===== src/rtl/serial_pkg.sv =====
// Shared constants for the serial feeder and the detector bench that consumes its stream.
package serial_pkg;

    localparam logic [1:0] ST_IDLE  = 2'd0;
    localparam logic [1:0] ST_SHIFT = 2'd1;
    localparam logic [1:0] ST_GAP   = 2'd2;

    typedef enum logic [1:0] {
        S_IDLE  = ST_IDLE,
        S_SHIFT = ST_SHIFT,
        S_GAP   = ST_GAP
    } state_t;

    localparam int unsigned DEFAULT_WIDTH = 8;
    localparam int unsigned DEFAULT_GAP   = 2;

    // Bits needed to hold values 0..n-1, never less than one.
    function automatic int unsigned cnt_width(input int unsigned n);
        return (n <= 1) ? 1 : $clog2(n);
    endfunction

endpackage


===== src/rtl/mod_counter.sv =====
// Up-counter that stops at TC; tc flags the terminal value.
module mod_counter #(
    parameter int unsigned W  = 1,
    parameter int unsigned TC = 0
) (
    input  logic clk,
    input  logic rst,
    input  logic clr,
    input  logic en,
    output logic tc
);

    logic [W-1:0] cnt;

    always_ff @(posedge clk) begin
        if (rst || clr) begin
            cnt <= '0;
        end else if (en && !tc) begin
            cnt <= cnt + W'(1);
        end
    end

    assign tc = (cnt == W'(TC));

endmodule


===== src/rtl/serial_frame_feeder.sv =====
// Parallel-to-serial feeder: one word per handshake, one bit per clock, idle gap between frames.
module serial_frame_feeder
    import serial_pkg::*;
#(
    parameter int unsigned WIDTH     = DEFAULT_WIDTH,
    parameter bit          MSB_FIRST = 1'b1,
    parameter int unsigned GAP       = DEFAULT_GAP
) (
    input  logic             clk,
    input  logic             rst,
    input  logic [WIDTH-1:0] data_in,
    input  logic             valid_in,
    output logic             ready_out,
    output logic             serial_out,
    output logic             bit_valid,
    output logic             busy,
    output logic             frame_done
);

    localparam int unsigned BIT_W  = cnt_width(WIDTH);
    localparam int unsigned GAP_W  = cnt_width(GAP + 1);
    localparam int unsigned GAP_TC = (GAP > 0) ? GAP - 1 : 0;

    state_t           state;
    state_t           state_nxt;
    logic             frame_done_nxt;
    logic [WIDTH-1:0] shreg;
    logic             accept;
    logic             bit_tc;
    logic             gap_tc;

    assign accept = valid_in && (state == S_IDLE);

    always_ff @(posedge clk) begin
        if (rst) begin
            state      <= S_IDLE;
            frame_done <= 1'b0;
        end else begin
            state      <= state_nxt;
            frame_done <= frame_done_nxt;
        end
    end

    always_comb begin
        state_nxt      = state;
        frame_done_nxt = 1'b0;
        case (state)
            S_IDLE: begin
                if (valid_in) state_nxt = S_SHIFT;
            end
            S_SHIFT: begin
                if (bit_tc) begin
                    frame_done_nxt = 1'b1;
                    state_nxt      = (GAP > 0) ? S_GAP : S_IDLE;
                end
            end
            S_GAP: begin
                if (gap_tc) state_nxt = S_IDLE;
            end
            default: state_nxt = S_IDLE;
        endcase
    end

    // Shift toward the output end with zero fill.
    always_ff @(posedge clk) begin
        if (rst) begin
            shreg <= '0;
        end else if (accept) begin
            shreg <= data_in;
        end else if (state == S_SHIFT) begin
            if (MSB_FIRST) shreg <= {shreg[WIDTH-2:0], 1'b0};
            else           shreg <= {1'b0, shreg[WIDTH-1:1]};
        end
    end

    mod_counter #(.W(BIT_W), .TC(WIDTH - 1)) u_bit_cnt (
        .clk (clk),
        .rst (rst),
        .clr (state != S_SHIFT),
        .en  (state == S_SHIFT),
        .tc  (bit_tc)
    );

    mod_counter #(.W(GAP_W), .TC(GAP_TC)) u_gap_cnt (
        .clk (clk),
        .rst (rst),
        .clr (state != S_GAP),
        .en  (state == S_GAP),
        .tc  (gap_tc)
    );

    assign ready_out  = (state == S_IDLE);
    assign busy       = (state != S_IDLE);
    assign bit_valid  = (state == S_SHIFT);
    assign serial_out = bit_valid & (MSB_FIRST ? shreg[WIDTH-1] : shreg[0]);

endmodule


===== config.mk =====
export PLATFORM = sky130hd
export DESIGN_NAME = serial_frame_feeder
export DESIGN_NICKNAME = d
export VERILOG_FILES = /design/src/rtl/serial_pkg.sv /design/src/rtl/mod_counter.sv /design/src/rtl/serial_frame_feeder.sv
export SDC_FILE = /design/constraint.sdc
export NUM_CORES = 1
export LEC_CHECK = 0
export CORE_MARGIN = 2
export CORE_UTILIZATION = 54
export DETAILED_ROUTE_END_ITERATION = 10
export PLACE_DENSITY_LB_ADDON = 0.1
export SLEW_MARGIN = 15
export SYNTH_ARGS = -nofsm -noshare
export SYNTH_HDL_FRONTEND = slang
export SYNTH_HIERARCHICAL = 1
export SYNTH_SLANG_ARGS = --single-unit

===== constraint.sdc =====
create_clock -name clk -period 3.1 [get_ports clk]
set_input_delay 0.31 -clock clk [delete_from_list [all_inputs] [get_ports clk]]
set_output_delay 0.31 -clock clk [all_outputs]
set_load 0.005 [all_outputs]

==> flow_summary.ini <==
[sta]
fin_skew_ns = 0.00434
timing.hold.ws_ns = 0.489
maxClockFrequency_mhz = 439
hold_viol = 0
tightest_slew_ns = 0.735
setup_tns_ns = 0
min_period_ns = 2.28
rsz0062_at_grt = false
finalCritPeriodShare = 0.734
setup_viol = 0
finalMaxSlewViolations = 0
max_slew_margin = 0.508
fin_ws_ns = 0.823

[clock_network]
cts-htree-levels = 1
postCtsResizedCells = 0
clockBufferDepth = 2
clk_latency_ns = 0.28
cts_tree = yes
clockRootBuffer = clkbuf_4
numCtsBuffers = 3
post_cts_buffers = 0
ctsHoldBuffers = 0
clkSinkCount = 16
path_clk_slew_ns = 0.09

[global_route]
met1_usage = 0.230
busiest_layer = met2
grt_pass1_vias = 612
grtUsageMet3 = 0.0735
overflow = 0
grt_usage = 0.185
grt_use_met2 = 0.291
grt_pass1_wl_um = 2590
grt_max_degree = 19
antenna_found_initial = 0

[logic_synthesis]
ys_top_cells_by_area = dfxtp_1 (36%), nor3_2 (5.7%), or3b_1 (5.0%)
yosysSeqAreaShare = 0.364
synth_top_area_share = 0.364
syn_avg_cell_area_um2 = 10.0
async_flop_share = 0
synthFlopType = dfxtp_1
syn-num-nets = 102
ys_warn_count = 6
synth.distinct_cells = 30
synth_largest_area_cell = dfxtp_1
synth-edff-count = 0
synth_area_um2 = 880
synth_cells = 88
synth_seq_cells = 16

[critical_path]
reg2reg_slack_ns = 1.32
cp.required_ns = 2.79
start_kind = flop
critical_path_class = reg2out
critPathMaxFanout = 18
reg2regPathDepth = 5
end_kind = output port
critPathArrivalTime_ns = 1.97

[die]
die_x_um = 44.4
placementRows = 14
ios = 16
die_h_um = 44.4
coreArea_um2 = 1520
start_util = 0.577
die_area_um2 = 1970

[finish]
seq_area_um2 = 320
multi_input_area_um2 = 499
antenna_cells = 0
drive_gt1_frac = 0.233
nNetsFinal = 119
n_fill_cell = 133
syn2layout_area_growth_pct = 18.1

[power_and_ir_drop]
p_total_uw = 405
power_density_nw_per_um2 = 390
leakagePower_nw = 0.388
ir_worst_vdd_v = 0.000347

[job]
max-cap-violations = 0

[placement]
hpwl_um = 1140
gp_congestion = 0.721
pre_cts_ws_ns = 1.15
io_buffers = 15

[drt]
ant_nets = 0
drc_errors = 0
num_vias = 652
vias_per_cell = 5.48
wl_per_cell_um = 13.3
drt_iter0_markers = 7
dr.pass1.iters = 4
drt-total-wl_um = 1590

[hold_path]
hold_class = reg2reg
hold_depth = 2

[outcome]
status = complete, no violations
## synth_stat cells, drive strengths merged (2+ instances only)
| library cell | number |
|---|---|
| nor2b | 3 |
| mux2i | 2 |
| nor2 | 12 |
| a2111oi | 2 |
| nand2 | 4 |
| buf | 3 |
| a21oi | 8 |
| nand2b | 6 |
| ha | 3 |
| dfxtp | 16 |
| inv | 5 |
| nor3 | 9 |
| xnor2 | 2 |
| or3b | 5 |
## worst max-delay path, cell delays in order (launching register included)
cell             delay [ns]
dfxtp_1                0.78
nand2b_2               0.26
inv_2                  0.14
clkdlybuf4s50_1        0.50
## cells in the final DEF (no fill, tap or decap), types with 2 or more instances in the layout
cell type | netlist | layout
nor2_2 | 2 | 2
a2111oi_2 | 2 | 2
nor3_1 | 4 | 4
nand2_1 | 4 | 4
nand2b_1 | 5 | 5
dfxtp_1 | 16 | 16
nor2b_4 | 2 | 2
clkdlybuf4s50_1 | 0 | 15
a21oi_2 | 3 | 3
nor3_2 | 5 | 5
ha_1 | 3 | 3
or3b_1 | 5 | 5
mux2i_1 | 2 | 2
a21oi_1 | 5 | 5
nor2_1 | 9 | 9
clkbuf_4 | 0 | 3
inv_1 | 4 | 4
xnor2_1 | 2 | 2
## power breakdown
group          switching, mW  internal (mW)
clock                 0.0615         0.0451
sequential           0.00981          0.216
combinational         0.0310         0.0415
total                  0.102          0.302
## registers in the layout, indices dropped and copies added, names as in the netlist
| register | count |
|---|---|
| frame_done | 1 |
| u_bit_cnt/cnt | 3 |
| u_gap_cnt/cnt | 2 |
| shreg | 8 |
| state | 2 |
## layer usage
layer / part of all wire / up-vias / wire [µm]
met5: 0 / - / 0
met4: 0.012 / 0 / 19
li1: - / 337 / -
met3: 0.054 / 2 / 86
met1: 0.46 / 300 / 729
met2: 0.47 / 13 / 751
## stage by stage
stage           util  std cells  cell area [µm²]
6_report       0.681        119             1040
5_1_grt        0.681        119             1040
4_1_cts        0.681        119             1040
3_5_place_dp   0.667        116             1020
3_3_place_gp   0.667        116             1020
2_1_floorplan      -         88              880
## cells by family (layout without fill, tap and decap cells)
logic type               after synthesis  after routing  synth area share
adder cells (fa/ha/maj)                3              3            0.0427
multiplexers                           2              2            0.0228
flip-flops                            16             16             0.364
AO/OA/AOI/OAI                         15             15             0.161
buffers and inverters                  9             24            0.0683
XOR/XNOR                               2              2            0.0199
AND/OR/NAND/NOR                       41             41             0.321
## area by class of cell
class	count	area share
well taps	16	0.0193
flip-flops and latches	16	0.308
inverters	5	0.0181
clock buffers	3	0.0217
repair buffers	16	0.152
multi-input cells	63	0.481
## final timing paths
kind,start,endpoint
worst min-delay path,shreg[0],shreg[0]
worst max-delay path,state[0],bit_valid
worst min register to register,shreg[0],shreg[0]
worst max register to register,state[0],u_bit_cnt/cnt[1]
(Power assumes the default switching activity.)
